File: src/rtl/mp_addsub_seq.sv
// ----------------------------------------------------------------------------
// mp_addsub_seq
//
// Sequential multi-precision adder/subtractor for 513-bit unsigned operands.
// The operation walks the operands one LIMB_W-bit limb per clock, rippling
// the carry between limbs through a single register, and produces a 514-bit
// registered result together with a one-cycle done pulse.
//
//   add      : result = in_a + in_b              (bit 513 is the carry-out)
//   subtract : result = (in_a - in_b) mod 2^514  (bit 513 set iff in_a < in_b)
//
// Ports
//   clk       in   1    rising-edge clock
//   reset     in   1    synchronous, active-high reset
//   start     in   1    request, only looked at while idle
//   subtract  in   1    0 = add, 1 = in_a - in_b; captured with start
//   in_a      in   513  operand A (unsigned); captured with start
//   in_b      in   513  operand B (unsigned); captured with start
//   result    out  514  registered sum/difference, held until next completion
//   done      out  1    one-cycle pulse, result valid while high
//
// Timing: start sampled at edge T gives done high between edge T+LIMBS and
// edge T+LIMBS+1. A new start may be accepted in the done cycle, so
// back-to-back throughput is one operation per LIMBS+1 cycles.
// ----------------------------------------------------------------------------
module mp_addsub_seq #(
    parameter int LIMB_W = 64
) (
    input  logic         clk,
    input  logic         reset,
    input  logic         start,
    input  logic         subtract,
    input  logic [512:0] in_a,
    input  logic [512:0] in_b,
    output logic [513:0] result,
    output logic         done
);

    localparam int OP_W  = 513;
    localparam int RES_W = 514;
    localparam int LIMBS = (RES_W + LIMB_W - 1) / LIMB_W;
    localparam int EXT   = LIMBS * LIMB_W;
    localparam int CNT_W = (LIMBS > 1) ? $clog2(LIMBS) : 1;

    localparam logic [CNT_W-1:0] LAST = CNT_W'(LIMBS - 1);

    typedef enum logic {
        IDLE = 1'b0,
        CALC = 1'b1
    } state_t;

    // Operands and accumulator are kept as arrays of limbs so the current
    // limb is selected directly by the counter.
    typedef logic [LIMBS-1:0][LIMB_W-1:0] limbs_t;

    state_t           state;
    logic [CNT_W-1:0] cnt;
    logic             carry;
    limbs_t           op_a;
    limbs_t           op_b;
    limbs_t           acc;

    limbs_t           acc_next;
    logic [LIMB_W:0]  limb_sum;
    logic [EXT-1:0]   acc_flat;
    logic             unused_acc_hi;

    // One limb of the ripple: LIMB_W-bit sum plus carry-out in the MSB.
    function automatic logic [LIMB_W:0] limb_add(
        input logic [LIMB_W-1:0] a,
        input logic [LIMB_W-1:0] b,
        input logic              cin
    );
        return {1'b0, a} + {1'b0, b} + {{LIMB_W{1'b0}}, cin};
    endfunction

    // Zero-extend a 513-bit operand to the full limb-aligned width.
    function automatic limbs_t zext(input logic [OP_W-1:0] v);
        return limbs_t'({{(EXT-OP_W){1'b0}}, v});
    endfunction

    // Current limb's sum and the accumulator as it will look once this limb
    // is written; the final edge loads result from this so the last limb is
    // included without an extra cycle.
    always_comb begin
        limb_sum      = limb_add(op_a[cnt], op_b[cnt], carry);
        acc_next      = acc;
        acc_next[cnt] = limb_sum[LIMB_W-1:0];
    end

    assign acc_flat = acc_next;

    // Accumulator bits above bit 513 only exist because of limb alignment;
    // they never reach the result.
    assign unused_acc_hi = ^acc_flat[EXT-1:RES_W];

    always_ff @(posedge clk) begin
        if (reset) begin
            state  <= IDLE;
            done   <= 1'b0;
            result <= '0;
            cnt    <= '0;
            carry  <= 1'b0;
            op_a   <= '0;
            op_b   <= '0;
            acc    <= '0;
        end else begin
            done <= 1'b0;
            case (state)
                IDLE: begin
                    if (start) begin
                        // Subtraction is A + ~B + 1: invert B over the full
                        // extended width and seed the carry with 1. The
                        // low 514 bits are then (A - B) mod 2^514.
                        op_a  <= zext(in_a);
                        op_b  <= subtract ? ~zext(in_b) : zext(in_b);
                        carry <= subtract;
                        cnt   <= '0;
                        state <= CALC;
                    end
                end
                CALC: begin
                    acc   <= acc_next;
                    carry <= limb_sum[LIMB_W];
                    if (cnt == LAST) begin
                        result <= acc_flat[RES_W-1:0];
                        done   <= 1'b1;
                        cnt    <= '0;
                        state  <= IDLE;
                    end else begin
                        cnt <= cnt + 1'b1;
                    end
                end
                default: begin
                    state <= IDLE;
                end
            endcase
        end
    end

endmodule

File: config.mk
export PLATFORM = sky130hd
export DESIGN_NAME = mp_addsub_seq
export DESIGN_NICKNAME = d
export VERILOG_FILES = /design/src/rtl/mp_addsub_seq.sv
export SDC_FILE = /design/constraint.sdc
export NUM_CORES = 2
export LEC_CHECK = 0
export CORE_AREA = 4 4 593 595
export DETAILED_ROUTE_END_ITERATION = 16
export DIE_AREA = 0 0 597 599
export MAX_ROUTING_LAYER = met4
export PLACE_DENSITY = 0.47
export SETUP_SLACK_MARGIN = 0.02
export SYNTH_ARGS = -nofsm -noshare
export SYNTH_HDL_FRONTEND = slang
export SYNTH_SLANG_ARGS = --single-unit
export TNS_END_PERCENT = 20
File: constraint.sdc
create_clock -name clk -period 5.88 [get_ports clk]
set_input_delay 1.47 -clock clk [delete_from_list [all_inputs] [get_ports clk]]
set_output_delay 1.47 -clock clk [all_outputs]
set_load 0.03 [all_outputs]
### Word level (Yosys, flattened, before mapping)

Cells that the tools add are included.

| word-level totals | value |
|---|---|
| bits in registers | 2,186 |
| latch bits | 0 |
| RAM bits | 0 |
| bits in read-only memories | 0 |
| input port bits | 1,030 |
| output and inout port bits | 515 |
| logic and storage cells | 62 |
| memories | 0 |

| cells by class | value |
|---|---|
| add/sub/neg operators | 3 |
| multipliers | 0 |
| div/mod/pow operators | 0 |
| order comparisons | 2 |
| eq/ne operators | 2 |
| shifts and indexed selects | 0 |
| muxes and demuxes | 17 |
| bitwise gates (word level) | 2 |
| reduce and logical (&&, ||, !) cells | 4 |

Operator list:

| cell | number |
|---|---|
| bitwise mux 576 bit | 1 |
| 2-to-1 mux 576 bit | 1 |
| inverter 513 -> 576 bit | 1 |
| binary-select mux 64 bit (select 4 bit) | 2 |
| demux 64 bit (select 4 bit) | 1 |
| 2-to-1 mux 64 bit | 3 |
| adder 64 x 64 -> 65 bit | 1 |
| adder 65 x 1 -> 65 bit | 1 |
| 2-to-1 mux 4 bit | 2 |
| case mux 4 bit (2 select lines) | 1 |
| < comparator 4 x 5 -> 1 bit (second input constant) | 1 |
| adder 4 x 1 -> 4 bit (second input constant) | 1 |
| == test 4 bit (second input constant) | 1 |
| greater-or-equal comparator 4 x 1 -> 1 bit (second input constant) | 1 |
| 2-to-1 mux 1 bit | 4 |
| case mux 1 bit (2 select lines) | 2 |
| AND reduction 2 bit | 2 |
| inequality test 2 bit (second input constant) | 1 |
| OR reduction 2 bit | 1 |
| logical AND 1 bit | 1 |
| inverter 1 bit | 1 |

### Longest topological paths before layout

| depth | value |
|---|---|
| depth after elaboration | 5 |
| mapped depth | 20 |
| gate-level depth less buffers | 16 |

### Worst setup path after synthesis

No wires, ideal clock.

| path | value |
|---|---|
| path kind | register to register |
| start | register cnt[0] |
| end | register acc[120] (netlist bit) |
| setup time | 106 ps |
| arrival | 5,179 ps |
| required time | 5,774 ps |
| setup slack | 595 ps |
| stages on the path, launching flop included | 19 |
| path buffers | 4 |
| period minus slack after synthesis | 5,285 ps |
| path through | dfxtp_1 -> clkbuf_1 -> clkbuf_1 -> buf_1 -> mux4_2 -> a21oi_1 -> o32ai_1 -> fa_1 -> fa_1 -> a21o_1 -> a221o_1 -> a31oi_1 -> a21oi_1 -> o21ai_1 -> nand2_1 -> a221oi_2 -> buf_2 -> nand4_1 -> o311ai_0 |

| between the ends | value |
|---|---|
| word-level cells in the longest chain between the ends | 5 |
| elaborated cells on any way between the ends | 12 |
| classes of those cells | 2 x add/sub; 2 x order compare; 7 x mux; 1 x reduce/logical |

Ends and longest elaborated chain:

| what | RTL line | text |
|---|---|---|
| start: declaration | 57 | `logic [CNT_W-1:0] cnt;` |
| start signal: assignment | 131 | `cnt <= cnt + 1'b1;` |
| binary-select mux 64 bit (select 4 bit), or another cell as far along | 86 | `limb_sum = limb_add(op_a[cnt], op_b[cnt], carry);` |
| 2-to-1 mux 64 bit (implied by the code) or logical AND 1 bit (tied branches) | 86, 88 |  |
| adder 64 x 64 -> 65 bit or 2-to-1 mux 64 bit (tied branches) | 74, 88 |  |
| adder 65 x 1 -> 65 bit or demux 64 bit (select 4 bit) (tied branches) | 74, 88 |  |
| bitwise mux 576 bit * | 88 | `acc_next[cnt] = limb_sum[LIMB_W-1:0];` |
| end signal: assignment | 123 | `acc <= acc_next;` |
| end: declaration | 61 | `limbs_t acc;` |

Every way passes the cells marked *; elsewhere a longest branch is shown, timed or not. The select of a mux whose other input is x is not followed.
A chain may end at the register's enable or synchronous reset.

### Worst setup path in the final report

| path | value |
|---|---|
| start | register cnt[0] |
| end | register acc[376] (netlist bit) |

The elaborated chain is that of the path after synthesis.

==> results.md <==
Place:
- Summing all placed instances gives a cell area of 0.108 sq mm.
- The detailed placement HPWL is 335 mm.
- The count of port buffers added during placement is 1,544.
- The routability congestion estimate from global placement is 0.906.
- OpenSTA, run right after detailed placement, puts the worst setup slack at -113 ps.

Synth:
- The fraction of registers with async set/reset is 0.
- The mapped cell area is roughly 0.086 sq mm.
- The number of instances in the synthesized netlist is 9,551.
- The net count after synthesis is 10.7k.
- The biggest area contributor in the post-synthesis netlist is dfxtp_1.
- The flip-flop cell with the highest count after synthesis is dfxtp_1.
- The share of synthesized area occupied by flip-flops and latches is 0.479.
- Yosys mapped a number of flops with a built-in enable equal to 0.
- The number of warning messages in the yosys log is 0.
- After synthesis the netlist holds a flip-flop and latch count of 2,060.
- By instance count, the leading cell after synthesis is dfxtp_1.
- Yosys attributes the largest share of cell area to dfxtp_1, nand2_1, mux4_2.
- In this run the mean area of a mapped cell was 9.02 sq um.
- Sorting the synthesized cells by how often they occur yields dfxtp_1, nand2_1, a21oi_1.
- The netlist uses 77 different library cells.
- The area share of the largest cell type after synthesis is 0.479.

Run:
- Across the run, the number of max-cap violations was 0.

Routing:
- The met3 routed wirelength is slightly above 30 mm.
- The first routing iteration left 5,930 violations.
- In the routed design, unresolved DRC markers number 0.
- The routed layout has 77.1k vias.
- After detailed routing, the number of vias per cell comes to approximately 5.
- The routed design has 444 mm of wire.
- The first-pass iteration count of the detailed router is 6.
- The detailed router put a total of 186 mm of wire on met1.
- After detailed routing, the average wire length per cell comes to 28.4 microns.
- In this run the top signal layer used is met4.
- The count of nets left with antenna violations after detail routing is 0.
- The met2 wire length is 211 mm.

Layout:
- The number of fill cells is 35.6k.
- In the final design database the tool counted 11.8k nets.
- The cell area after layout is 0.116 sq mm.
- Summing all multi-input logic gate instances after layout gives 0.0423 sq mm.
- Across the whole layout, storage elements account for 0.0413 sq mm.
- Measured on the finished design, the core utilization comes to 0.337.
- Of the cells placed in the final design, the portion with a size suffix greater than 1 is 0.0965.
- The relative area change from synthesis to final layout is 35.2%.

Floorplanning:
- The die outline area is 0.358 sq mm.
- The floorplan has 216 rows.
- The die extent in y is 599 microns.
- Measured along the x axis, the die boundary spans 597 microns.
- The initial utilization of the core area, before any placement, comes to 0.249.
- The placeable core region is 0.346 sq mm.
- For this design the top-level I/O count stands at 1,545.

Worst setup path:
- On the critical path the largest part of the delay comes from compound AO/OA/AOI/OAI gates.
- The slowest stage cell on the critical path is mux4_2.
- At the worst endpoint, the required time is 6680 ps.
- The worst setup path is launched from a flop.
- The worst setup path is captured at a flop.
- The critical path goes through buf_12, mux4_2, mux2i_1, nor2_1, ha_1, and3_1, a221o_1, a31oi_2, a21oi_1, o21ai_1, buf_4, nand2_1, a221oi_2, buf_4, nand4_1, o311ai_0.
- By startpoint and endpoint, the worst setup path is classified as reg2reg.
- In this design, the stage delay of the slowest critical-path cell is 640 ps.
- The critical path data arrival time is 6400 ps.
- The worst-path maximum fanout is 37.
- The number of buffers and inverters on the critical path is 3.
- In this design, the critical path's most frequently occurring cell is buf_4.

Global routing:
- The number of global-route vias before repair is 74.6k.
- The pin count of the biggest net entering global routing is 244.
- In the global route stage, overall resource usage came out at 0.243.
- Global routing finished with a remaining overflow of 0.
- The initial antenna violation count is 194.
- The first global-routing pass estimated roughly 600 mm of wire.

Clock network:
- The root buffer cell is clkbuf_16.
- The maximum number of buffers from clock root to sink is 4.
- The clock latency at the later pin of the worst-skew pair is around 960 ps.
- The CTS tree is yes.
- The clock transition at the register clock pins on the worst setup and hold paths after CTS is 60 ps.
- In this run the number of H-tree levels came out at 4.
- The clock net sink count is a little over 2k.
- The number of buffers inserted by hold repair at cts is 0.
- Counting the buffers created by CTS gives 236.

STA:
- The count of endpoints failing setup in the final report is 0.
- The hold violation total from the final report is 0.
- In this run the tightest slew margin relative to its limit is 0.0826.
- The post-route minimum period is ~5600 ps.
- The final worst-path cycle share is 0.953.
- Hold is met by 408 ps.
- The final worst-path setup slack is 277 ps.
- Setup repair after global routing left no endpoint under its margin.
- The final max-slew violation count is 0.
- At the pin with the least slew margin, the transition time is 1360 ps.
- For this run, the top clock speed supported by timing is around 180 MHz.
- The clock arrives with 85.4 ps of skew.

Pwr:
- Summed over all cells, the static leakage comes to approximately 41 nW.
- The total power divided by cell area is 309 mW/mm^2.
- The worst-case IR drop observed on VDD is about 0.00025 V.

Min path:
- The path class of the lowest-slack min-delay path is reg2reg.

Outcome:
- The flow ran to the end, and the final reports show no timing, DRC or antenna violations.
==> layout by cell type, fill, tap and decap left out, types with 24 or more instances in the layout <==
cell type	count
a31oi_1	38
diode_2	117
nand2_1	1725
a32o_1	24
nand3_1	118
ha_1	66
mux4_2	254
clkinv_2	42
dfxtp_1	2055
nand4_1	53
buf_4	233
clkdlybuf4s50_1	1542
o21ai_1	61
buf_12	66
clkbuf_1	43
a22o_1	418
clkbuf_8	51
bufinv_16	27
a211oi_1	544
mux2i_1	153
o21ai_0	301
a21oi_1	991
nor2_1	938
a21o_1	47
nor3_1	36
clkbuf_16	237
xnor2_1	513
==> per-stage QoR <==
step	total power [mW]	setup TNS, ps	instances
after floorplan	17.5	0	9551
after global placement	20.6	-4370	15100
after detailed placement	20.7	-1790	15100
after CTS	36.4	0	15500
after global routing	37.3	0	15600
final	36.0	0	15600
==> kinds of logic (layout without fill, tap and decap cells) <==
kind of cell / count (synthesis) / after routing / synth area share
simple gates: 2969 / 2969 / 0.136
buf+inv: 907 / 2293 / 0.0397
compound gates: 2570 / 2570 / 0.193
fa+ha+maj: 69 / 69 / 0.0102
other cells: 0 / 117 / 0
mux: 413 / 413 / 0.0849
xor+xnor: 563 / 563 / 0.0573
flops: 2060 / 2060 / 0.479
==> flip-flops by register name, summed over array words and instances, names as in the netlist <==
signal,count
op_b,514
result,514
op_a,513
acc,512
cnt,4
carry,1
done,1
state,1
==> report_power, final <==
part | total (mW) | internal (mW) | switching (mW)
Clock | 15.7 | 9.25 | 6.40
Sequential | 14.9 | 14.5 | 0.372
Combinational | 5.44 | 2.12 | 3.32
Total | 36.0 | 25.9 | 10.1
==> worst register-to-register path: cells and delay by family, from the launching register on <==
| kind | cells | cell delay (ps) |
|---|---|---|
| and+or+nand+nor | 4 | 810 |
| DFF | 1 | 570 |
| AOI/OAI and AO/OA | 6 | 1800 |
| muxes | 2 | 1120 |
| adders and majority gates | 1 | 430 |
| buffers and inverters | 3 | 780 |
==> worst paths after layout <==
| check | from | endpoint | slack [ps] | cells past startpoint |
|---|---|---|---|---|
| setup / recovery | cnt[0] | acc[376] | 280 | 16 |
| hold / removal | acc[345] | result[345] | 410 | 1 |
| setup reg to reg | cnt[0] | acc[376] | 280 | 16 |
| hold reg to reg | acc[345] | result[345] | 410 | 1 |
==> routing by layer <==
metal / up-vias / global-route usage
met5: - / -
met3: 614 / 0.0503
met4: 0 / 0.0907
li1: 36100 / -
met2: 2833 / 0.393
met1: 37600 / 0.300
==> cell type report <==
class                           count  share of cell area
Multi-Input combinational cell   6584               0.363
Tap cell                         4578              0.0492
Inverter                           23            0.000849
Timing Repair Buffer             1843               0.159
Sequential cell                  2060               0.354
Antenna cell                      117             0.00251
Clock buffer                      331              0.0584
Clock inverter                     96              0.0121
==> what timing repair did <==
action	CTS	global route
cloned	0	0
pin swaps	0	0
setup endpoints to repair	51	31
gates resized for setup	5	5
buffers inserted	0	0
Note: power is estimated with default switching activity, not from simulation.
